## src/rtl/window_stream_pkg.sv

```systemverilog
// Shared types and helpers for the sliding-window generator: FSM states,
// window packing offsets and the frame-configuration legality rule.
package window_stream_pkg;

  typedef enum logic [1:0] {
    IDLE  = 2'd0,
    RUN   = 2'd1,
    FLUSH = 2'd2
  } state_t;

  localparam int MIN_KERNEL = 2;

  function automatic int packOffset(input int i, input int j, input int kernel, input int width);
    return (i * kernel + j) * width;
  endfunction

  function automatic logic cfgLegal(input int rows, input int cols, input int kernel, input int maxCols);
    return (kernel >= MIN_KERNEL) && (kernel <= rows) && (kernel <= cols) && (cols <= maxCols);
  endfunction

endpackage

```

## src/rtl/window_line_buffer.sv

```systemverilog
// One row of pixel history. The read is asynchronous and the write lands on
// the clock edge, so a same-cycle read at the write address sees the old word.
module window_line_buffer #(
  parameter int PIXEL_WIDTH = 8,
  parameter int MAX_COLS    = 64,
  parameter int ADDR_WIDTH  = 6
) (
  input  logic                   i_clk,
  input  logic                   i_we,
  input  logic [ADDR_WIDTH-1:0]  i_addr,
  input  logic [PIXEL_WIDTH-1:0] i_wdata,
  output logic [PIXEL_WIDTH-1:0] o_rdata
);

  logic [PIXEL_WIDTH-1:0] r_mem [MAX_COLS];

  always_ff @(posedge i_clk) begin
    if (i_we) r_mem[i_addr] <= i_wdata;
  end

  assign o_rdata = r_mem[i_addr];

endmodule

```

## src/rtl/window_stream_gen.sv

```systemverilog
// Raster pixel stream in, packed KERNEL x KERNEL windows out, with run-time
// frame size, stride 1/2 and a single registered, backpressured output stage.
module window_stream_gen
  import window_stream_pkg::*;
#(
  parameter int PIXEL_WIDTH = 8,
  parameter int KERNEL      = 3,
  parameter int MAX_COLS    = 64,
  parameter int DIM_WIDTH   = 8
) (
  input  logic                                 i_clk,
  input  logic                                 i_reset_n,
  input  logic                                 i_start,
  input  logic [DIM_WIDTH-1:0]                 i_row_size,
  input  logic [DIM_WIDTH-1:0]                 i_col_size,
  input  logic                                 i_stride_2,
  input  logic [PIXEL_WIDTH-1:0]               i_pix_data,
  input  logic                                 i_pix_valid,
  output logic                                 o_pix_rdy,
  output logic [KERNEL*KERNEL*PIXEL_WIDTH-1:0] o_win_data,
  output logic                                 o_win_valid,
  input  logic                                 i_win_rdy,
  output logic                                 o_win_last,
  output logic                                 o_busy,
  output logic                                 o_done,
  output logic                                 o_err
);

  localparam int   AW         = (MAX_COLS > 1) ? $clog2(MAX_COLS) : 1;
  localparam int   WW         = KERNEL * KERNEL * PIXEL_WIDTH;
  localparam logic K_PAR      = 1'(KERNEL % 2);
  localparam logic PHASE_INIT = 1'((KERNEL - 1) % 2);

  state_t r_state, w_nextState;

  logic [DIM_WIDTH-1:0]   r_rows, r_cols, r_lastRow, r_lastCol, r_r, r_c;
  logic                   r_stride2, r_rowPhase, r_colPhase;
  logic [PIXEL_WIDTH-1:0] r_win [KERNEL][KERNEL];
  logic [WW-1:0]          r_winData;
  logic                   r_winValid, r_winLast, r_done, r_err;

  logic                   w_pixRdy, w_accept, w_cfgLoad, w_cfgErr, w_doneSet;
  logic                   w_atEnd, w_emit, w_isLast, w_rowTrim, w_colTrim;
  logic [AW-1:0]          w_addr;
  logic [PIXEL_WIDTH-1:0] w_lbIn  [KERNEL-1];
  logic [PIXEL_WIDTH-1:0] w_lbOut [KERNEL-1];
  logic [PIXEL_WIDTH-1:0] w_newWin [KERNEL][KERNEL];
  logic [WW-1:0]          w_newPacked;

  assign w_addr    = r_c[AW-1:0];
  assign w_atEnd   = (r_r == r_rows - DIM_WIDTH'(1)) && (r_c == r_cols - DIM_WIDTH'(1));
  assign w_isLast  = (r_r == r_lastRow) && (r_c == r_lastCol);
  // With stride 2, an odd (size - KERNEL) leaves one trailing row/column unused.
  assign w_rowTrim = i_stride_2 & (i_row_size[0] ^ K_PAR);
  assign w_colTrim = i_stride_2 & (i_col_size[0] ^ K_PAR);
  assign w_emit    = (r_r >= DIM_WIDTH'(KERNEL - 1)) && (r_c >= DIM_WIDTH'(KERNEL - 1)) &&
                     (!r_stride2 || (!r_rowPhase && !r_colPhase));

  genvar k;
  generate
    for (k = 0; k < KERNEL - 1; k++) begin : g_lb
      if (k == 0) begin : g_head
        assign w_lbIn[k] = i_pix_data;
      end else begin : g_tail
        assign w_lbIn[k] = w_lbOut[k-1];
      end
      window_line_buffer #(
        .PIXEL_WIDTH(PIXEL_WIDTH),
        .MAX_COLS   (MAX_COLS),
        .ADDR_WIDTH (AW)
      ) u_lineBuffer (
        .i_clk  (i_clk),
        .i_we   (w_accept),
        .i_addr (w_addr),
        .i_wdata(w_lbIn[k]),
        .o_rdata(w_lbOut[k])
      );
    end
  endgenerate

  // Shift the window left and load the new column, deepest buffer on top.
  always_comb begin
    for (int i = 0; i < KERNEL; i++) begin
      for (int j = 0; j < KERNEL - 1; j++) w_newWin[i][j] = r_win[i][j+1];
    end
    for (int i = 0; i < KERNEL - 1; i++) w_newWin[i][KERNEL-1] = w_lbOut[KERNEL-2-i];
    w_newWin[KERNEL-1][KERNEL-1] = i_pix_data;
    w_newPacked = '0;
    for (int i = 0; i < KERNEL; i++) begin
      for (int j = 0; j < KERNEL; j++) begin
        w_newPacked[packOffset(i, j, KERNEL, PIXEL_WIDTH) +: PIXEL_WIDTH] = w_newWin[i][j];
      end
    end
  end

  always_ff @(posedge i_clk) begin
    if (!i_reset_n) r_state <= IDLE;
    else            r_state <= w_nextState;
  end

  always_comb begin
    w_nextState = r_state;
    w_pixRdy    = 1'b0;
    w_accept    = 1'b0;
    w_cfgLoad   = 1'b0;
    w_cfgErr    = 1'b0;
    w_doneSet   = 1'b0;
    case (r_state)
      IDLE: begin
        if (i_start) begin
          if (cfgLegal(int'(i_row_size), int'(i_col_size), KERNEL, MAX_COLS)) begin
            w_cfgLoad   = 1'b1;
            w_nextState = RUN;
          end else begin
            w_cfgErr = 1'b1;
          end
        end
      end
      RUN: begin
        w_pixRdy = !r_winValid || i_win_rdy;
        w_accept = i_pix_valid && w_pixRdy;
        if (w_accept && w_atEnd) w_nextState = FLUSH;
      end
      FLUSH: begin
        if (!r_winValid || i_win_rdy) begin
          w_nextState = IDLE;
          w_doneSet   = 1'b1;
        end
      end
      default: w_nextState = IDLE;
    endcase
  end

  always_ff @(posedge i_clk) begin
    if (!i_reset_n) begin
      r_rows     <= '0;
      r_cols     <= '0;
      r_lastRow  <= '0;
      r_lastCol  <= '0;
      r_r        <= '0;
      r_c        <= '0;
      r_stride2  <= 1'b0;
      r_rowPhase <= 1'b0;
      r_colPhase <= 1'b0;
      r_winData  <= '0;
      r_winValid <= 1'b0;
      r_winLast  <= 1'b0;
      r_done     <= 1'b0;
      r_err      <= 1'b0;
      for (int i = 0; i < KERNEL; i++) begin
        for (int j = 0; j < KERNEL; j++) r_win[i][j] <= '0;
      end
    end else begin
      r_done <= w_doneSet;
      r_err  <= w_cfgErr;
      if (w_cfgLoad) begin
        r_rows     <= i_row_size;
        r_cols     <= i_col_size;
        r_stride2  <= i_stride_2;
        r_lastRow  <= i_row_size - DIM_WIDTH'(1) - DIM_WIDTH'(w_rowTrim);
        r_lastCol  <= i_col_size - DIM_WIDTH'(1) - DIM_WIDTH'(w_colTrim);
        r_r        <= '0;
        r_c        <= '0;
        r_rowPhase <= PHASE_INIT;
        r_colPhase <= PHASE_INIT;
      end
      if (w_accept) begin
        r_win <= w_newWin;
        if (r_c == r_cols - DIM_WIDTH'(1)) begin
          r_c        <= '0;
          r_colPhase <= PHASE_INIT;
          r_r        <= r_r + DIM_WIDTH'(1);
          r_rowPhase <= ~r_rowPhase;
        end else begin
          r_c        <= r_c + DIM_WIDTH'(1);
          r_colPhase <= ~r_colPhase;
        end
      end
      if (r_winValid && i_win_rdy) begin
        r_winValid <= 1'b0;
        r_winLast  <= 1'b0;
      end
      if (w_accept && w_emit) begin
        r_winValid <= 1'b1;
        r_winData  <= w_newPacked;
        r_winLast  <= w_isLast;
      end
    end
  end

  assign o_pix_rdy   = w_pixRdy;
  assign o_win_data  = r_winData;
  assign o_win_valid = r_winValid;
  assign o_win_last  = r_winLast;
  assign o_busy      = (r_state != IDLE);
  assign o_done      = r_done;
  assign o_err       = r_err;

endmodule
```

## config.mk

```make
export PLATFORM = sky130hd
export DESIGN_NAME = window_stream_gen
export DESIGN_NICKNAME = d
export VERILOG_FILES = /design/src/rtl/window_stream_pkg.sv /design/src/rtl/window_line_buffer.sv /design/src/rtl/window_stream_gen.sv
export SDC_FILE = /design/constraint.sdc
export NUM_CORES = 1
export LEC_CHECK = 0
export BUFFER_PORTS_ARGS = -buffer_cell sky130_fd_sc_hd__buf_2
export CORE_UTILIZATION = 62
export CTS_CLUSTER_SIZE = 40
export DETAILED_ROUTE_END_ITERATION = 10
export PLACE_DENSITY = 0.83
export SYNTH_ARGS = -nofsm -noshare
export SYNTH_HDL_FRONTEND = slang
export SYNTH_SLANG_ARGS = --single-unit
```

## constraint.sdc

```tcl
create_clock -name i_clk -period 8.4 [get_ports i_clk]
set_clock_uncertainty 0.05 [all_clocks]
set_input_delay 0 -clock i_clk [delete_from_list [all_inputs] [get_ports i_clk]]
set_output_delay 0 -clock i_clk [all_outputs]
set_load 0.02 [all_outputs]
```

# Yosys cells after proc, flatten, opt, wreduce, memory -nomap -nowiden

Memory sizes are Yosys's and may differ from the RTL's. A register that Yosys moved wholly into a read port is not among the register bits.
Index checks and enable logic that the tools add are counted.

Register bits after elaboration: 177
Input port bits: 30
Bits in latches: 0
Memories kept: 2
Bits in read-only memories: 0
Logic and storage cells: 109
RAM bits: 1024

Memory list:

| name                       | words | width | rd ports | clocked after Yosys merged registers in | wr ports | RTL line                 | source |
|---|---|---|---|---|---|---|---|
| g_lb[0].u_lineBuffer.r_mem | 64    | 8     | 1        | 1                                       | 1        | window_line_buffer.sv:15 | `logic [PIXEL_WIDTH-1:0] r_mem [MAX_COLS];` |
| g_lb[1].u_lineBuffer.r_mem | 64    | 8     | 1        | 1                                       | 1        | window_line_buffer.sv:15 |  |

$lt $le $gt $ge: 5
Shift operators: 0
Reduce and logical (&&, ||, !) cells: 24
Divide/modulo/power cells: 0
Add/sub/neg operators: 8
Bitwise operators: 6
Multiply operators: 0
Equal/unequal tests: 10
Muxes and demuxes: 33

Operators with widths:

| cell                                                                                | number |
|---|---|
| 8-bit two-way mux                                                                   | 6 |
| 8-bit == test                                                                       | 4 |
| 8-bit by 1-bit subtractor with 8-bit output, second input constant                  | 4 |
| 6-bit two-way mux                                                                   | 4 |
| 1-bit two-way mux                                                                   | 18 |
| 8-bit by 1-bit adder with 8-bit output, second input constant                       | 2 |
| 8-bit by 2-bit greater-or-equal comparator with 1-bit output, second input constant | 2 |
| 2-bit by 8-bit <= comparator with 1-bit output, first input constant                | 2 |
| 8-bit by 1-bit subtractor with 8-bit output                                         | 2 |
| 1-bit logical AND                                                                   | 11 |
| 8-bit by 7-bit <= comparator with 1-bit output, second input constant               | 1 |
| 2-bit two-way mux                                                                   | 4 |
| 2-bit inequality test, second input constant                                        | 4 |
| 2-bit one-hot mux with 3 select lines                                               | 1 |
| 2-bit nonzero test                                                                  | 3 |
| 1-bit zero test                                                                     | 4 |
| 1-bit NOT                                                                           | 4 |
| 4-bit AND reduction                                                                 | 1 |
| 3-bit AND reduction                                                                 | 1 |
| 1-bit AND                                                                           | 2 |
| 2-bit by 1-bit == test with 1-bit output, second input constant                     | 1 |
| 2-bit == test, second input constant                                                | 1 |
| 2-bit zero test                                                                     | 1 |
| 1-bit logical OR                                                                    | 2 |
| 2-bit AND reduction                                                                 | 1 |

# Longest topological paths before layout

Word-level depth: 10
Gate-level depth with buffers: 11
Depth with buffers taken out: 8

# Cells and area by module

A second synthesis with hierarchy kept.

Cells, all modules: 3279
Area, all modules: 48413.9 µm²

By module, submodules not included:

| module             | area an instance (µm²) | seq. area each (µm²) | instances | cells each |
|---|---|---|---|---|
| window_line_buffer | 20289.5                | 15374.7              | 2         | 1163 |
| window_stream_gen  | 7835.0                 | 3543.4               | 1         | 953 |

# Least setup slack after synthesis

Ideal clock, no wire load.

Path kind: register to register
Start point: register r_winValid, in the netlist o_win_valid
End point: memory g_lb[0].u_lineBuffer.r_mem[48][0], enable pin
Required time: 7919 ps
Cell stages (with the launch flop): 7
Data arrival time: 3008 ps
Buffers on the path: 2
Library setup time: 431 ps
Setup slack: 4912 ps
Cells stage by stage: dfxtp_1 > nand2b_1 > and3_1 > buf_2 > clkbuf_1 > nand4b_1 > nor4_1

Word-level cells in the longest chain between the ends: 6

Ends and longest elaborated chain:

| element                                 | RTL line                 | source |
|---|---|---|
| start: declaration                      | window_stream_gen.sv:40  | `logic r_winValid, r_winLast, r_done, r_err;` |
| start signal: assignment                | window_stream_gen.sv:146 | `r_winValid <= 1'b0;` |
| start signal: assignment                | window_stream_gen.sv:180 | `r_winValid <= 1'b0;` |
| start signal: assignment                | window_stream_gen.sv:184 | `r_winValid <= 1'b1;` |
| 1-bit zero test                         | window_stream_gen.sv:120 | `w_pixRdy = !r_winValid \|\| i_win_rdy;` |
| 1-bit logical OR                        | window_stream_gen.sv:120 |  |
| 1-bit logical AND                       | window_stream_gen.sv:121 | `w_accept = i_pix_valid && w_pixRdy;` |
| 1-bit two-way mux                       | window_stream_gen.sv:108 | `case (r_state)` |
| 1-bit two-way mux                       | window_line_buffer.sv:18 | `if (i_we) r_mem[i_addr] <= i_wdata;` |
| 1-bit two-way mux (implied by the code) | window_line_buffer.sv:18 |  |
| end: declaration                        | window_line_buffer.sv:15 |  |

No other way between the ends.

==> metrics.txt <==
Post-synth top flop=edfxtp_1; Via density=7.18; WP data arrival=4.58 ns; largest family of logic cells by synthesized area=multiplexers; Max Cap Viol=1; CTS clk-pin slew, worst paths=0.07 ns; element type at the critical path end=flop; TNS Setup=0 ns; total die area=76700 sq um; clk_lat worst skew=0.73 ns; Mapped Area=46900 sq um; switching share of power=21.0%; final hold violation count=0; critical path startpoint category=flop; fill count=4023; core area=74600 sq um; Max Freq=0.220 GHz; P_sw=2.56 mW; Reg power frac=53.5%; post-synthesis compound-gate area fraction=5.31%; outcome=finished, violations left; post-synthesis xor/xnor area fraction=0.860%; Distinct cells, synth=69; FP Rows=100; Worst Hold Class=in -> reg; min cycle time layout=4.54 ns; ANT nets after route=0; Synth Area in Simple Gates=5.33%; RSZ-0062 raised after global routing=no; Antenna Cells=0; Async SR Flop Fraction=0%; Comb pwr share=2.5%; I/O Buffers=107; first-pass GRT wire length=191 mm; total track usage=34.8%; Synthesis Warnings=0; multiplexer share of the synthesized area=12.9%; initial drt markers=4554; Post-Layout Cell Count=3907; PwrDens=231 nW/um^2; Initial Util=62.8%; GR Overflow Total=0; critical path required time=8.44 ns; vias post-DR=28000; DRC errors left=0; vias in the first global route=28100; CTS Buffer Depth=3; leakage=16.5 nW; DRT Pass-1 Iters=7; Mapped Avg Cell Area=17.4 sq um; clock root buffer=clkbuf_16; # IOs=108; Pins Over Slew Limit=2; Syn Inst Count=2688; Post-Place Cells=3665; Die W=277 um; Final Setup Violations=0; CTS HTree Levels=3; TritonCTS Buffers=112; worst-path fanout max=100; Least-Margin Pin Slew=1.57 ns; Int Pwr=9.61 mW; post-synthesis register bit count=1207; CTS tree=done; Post-CTS Resized=0; Clk pwr share=43.9%; relative slew slack=-4.79%; EDFF count, synth=1024; Die Span Y=277 um; dpl hpwl=70.4 mm; failing checks=capacitance limit, slew limit; pin count of the biggest net entering global routing=101; synth-to-layout area growth=12.3%; syn nets=2729; fin nets=2881; Final Cycle Share=54.1%; post-synthesis sequential area ratio=73.4%; initial antenna violation count=4; CTS Sinks=1207; critical path class=reg -> reg; Post-Synth Adder-Cell Area=0.294%; Routed WL=132 mm; share of cells above drive strength 1=23.5%; routed length per instance=33.9 um; GP Congestion=0.901; peak supply drop=0.159 mV
==> per-stage QoR <==
stage / area, sq um / setup slack [ns] / power (mW) / hold slack (ns) / utilization, %
2_1_floorplan: 46900 / 4.91 / 6.81 / 0.0489 / -
3_3_place_gp: 48500 / 4.18 / 6.91 / 0.235 / 65.0
3_5_place_dp: 48500 / 3.97 / 6.92 / 0.239 / 65.0
4_1_cts: 52600 / 3.93 / 12.1 / 0.0159 / 70.6
5_1_grt: 52600 / 3.67 / 12.4 / 0.0842 / 70.6
6_report: 52600 / 3.86 / 12.2 / 0.0608 / 70.6
==> cell type report <==
class                   instances  area, sq um  share of cell area [%]
inverters                      18         70.1                   0.133
multi-input cells            1292        11700                    22.2
repair buffers                209         1410                    2.68
clock inverters                81          903                    1.72
well taps                     969         1210                    2.30
flip-flops and latches       1207        34400                    65.4
clock buffers                 131         2940                    5.59
==> worst max-delay path, stage by stage (launching register included) <==
cell and delay, ns:
dfxtp_4 0.85, buf_12 0.63, mux4_2 0.59, mux2i_1 0.35, a211oi_1 0.16, nand2_1 0.23, nand2_2 0.79
==> path summary, 6_finish.rpt <==
kind                               startpoint                                          end  cells past startpoint  slack, ns
setup / recovery                         flop  g_lb[1].u_lineBuffer.r_mem[47][5]$_DFFE_PP_                      6       3.86
hold / removal                  i_pix_data[1]                        r_win[1]$_SDFFE_PN0P_                      3       0.06
setup reg to reg                         flop  g_lb[1].u_lineBuffer.r_mem[47][5]$_DFFE_PP_                      6       3.86
hold reg to reg   o_win_data[27]$_SDFFE_PN0P_                  o_win_data[27]$_SDFFE_PN0P_                      2       0.40
==> synthesized netlist by cell type, types with 11 or more instances <==
| master | count | share of area [%] |
|---|---|---|
| a31oi_1 | 31 | 0.41 |
| buf_2 | 33 | 0.35 |
| nand4_1 | 15 | 0.20 |
| buf_1 | 16 | 0.13 |
| dfxtp_1 | 183 | 7.8 |
| ha_1 | 11 | 0.29 |
| a21oi_1 | 120 | 1.3 |
| o22ai_1 | 44 | 0.59 |
| inv_1 | 18 | 0.14 |
| edfxtp_1 | 1024 | 66 |
| nand2_1 | 272 | 2.2 |
| a211oi_2 | 14 | 0.37 |
| mux2i_1 | 40 | 0.85 |
| nor3_1 | 25 | 0.27 |
| xnor2_1 | 37 | 0.69 |
| clkbuf_1 | 96 | 0.77 |
| nor2b_1 | 12 | 0.16 |
| a22oi_1 | 50 | 0.80 |
| nor2_1 | 131 | 1.0 |
| buf_4 | 21 | 0.34 |
| or2_2 | 11 | 0.15 |
| o21ai_0 | 54 | 0.58 |
| nand3_1 | 33 | 0.35 |
| mux4_2 | 249 | 12 |
==> layout by cell type, fill, tap and decap left out, types with 14 or more instances in the layout <==
master,Yosys,final
nor2_1,131,104
dfxtp_1,183,179
clkbuf_16,0,114
o21ai_0,54,54
a21oi_1,120,120
clkinv_1,0,21
buf_2,33,107
clkbuf_1,96,14
o22ai_1,44,44
edfxtp_1,1024,1024
nor2_2,0,27
nand4_1,15,15
clkinv_2,0,26
nand3_1,33,32
buf_4,21,69
bufinv_16,0,16
a22oi_1,50,50
a211oi_2,14,14
mux4_2,249,249
mux2i_1,40,40
a31oi_1,31,31
nand2_1,272,266
dlygate4sd3_1,0,29
inv_1,18,15
xnor2_1,37,37
nor3_1,25,25
==> metal layers <==
layer  routed length (um)  GRT usage [%]
met1                42700           43.8
met2                60600           53.0
met3                19300           11.3
met4                 9670           21.3
met5                  166           1.06
==> flip-flops by register name, indices dropped and copies added (netlist names), 8 cells and up, named ones only <==
name,cells
g_lb.u_lineBuffer.r_mem,1024
o_win_data,72
r_c,8
r_cols,8
r_lastCol,8
r_lastRow,8
r_r,8
r_rows,8
r_win,48
==> power groups by stage <==
stage	sequential, mW	combinational [mW]	clock (mW)
floorplan	6.63	0.180	0
global placement	6.64	0.269	0
detailed placement	6.64	0.283	0
CTS	6.51	0.300	5.33
global route	6.51	0.322	5.55
finish	6.51	0.308	5.34
==> logic make-up (layout without fill, tap and decap cells) <==
logic type | count (synthesis) | in the layout
compound gates | 383 | 383
fa+ha+maj | 11 | 11
buf+inv | 189 | 439
flops | 1207 | 1207
xor+xnor | 46 | 46
simple gates | 560 | 560
mux | 292 | 292
==> what timing repair did <==
| item | in CTS | in global routing |
|---|---|---|
| hold buffers | 29 | 0 |
| setup buffers | 0 | 0 |
| endpoints found under the hold margin | 410 | 0 |
Power figures use the tool's default switching activity.
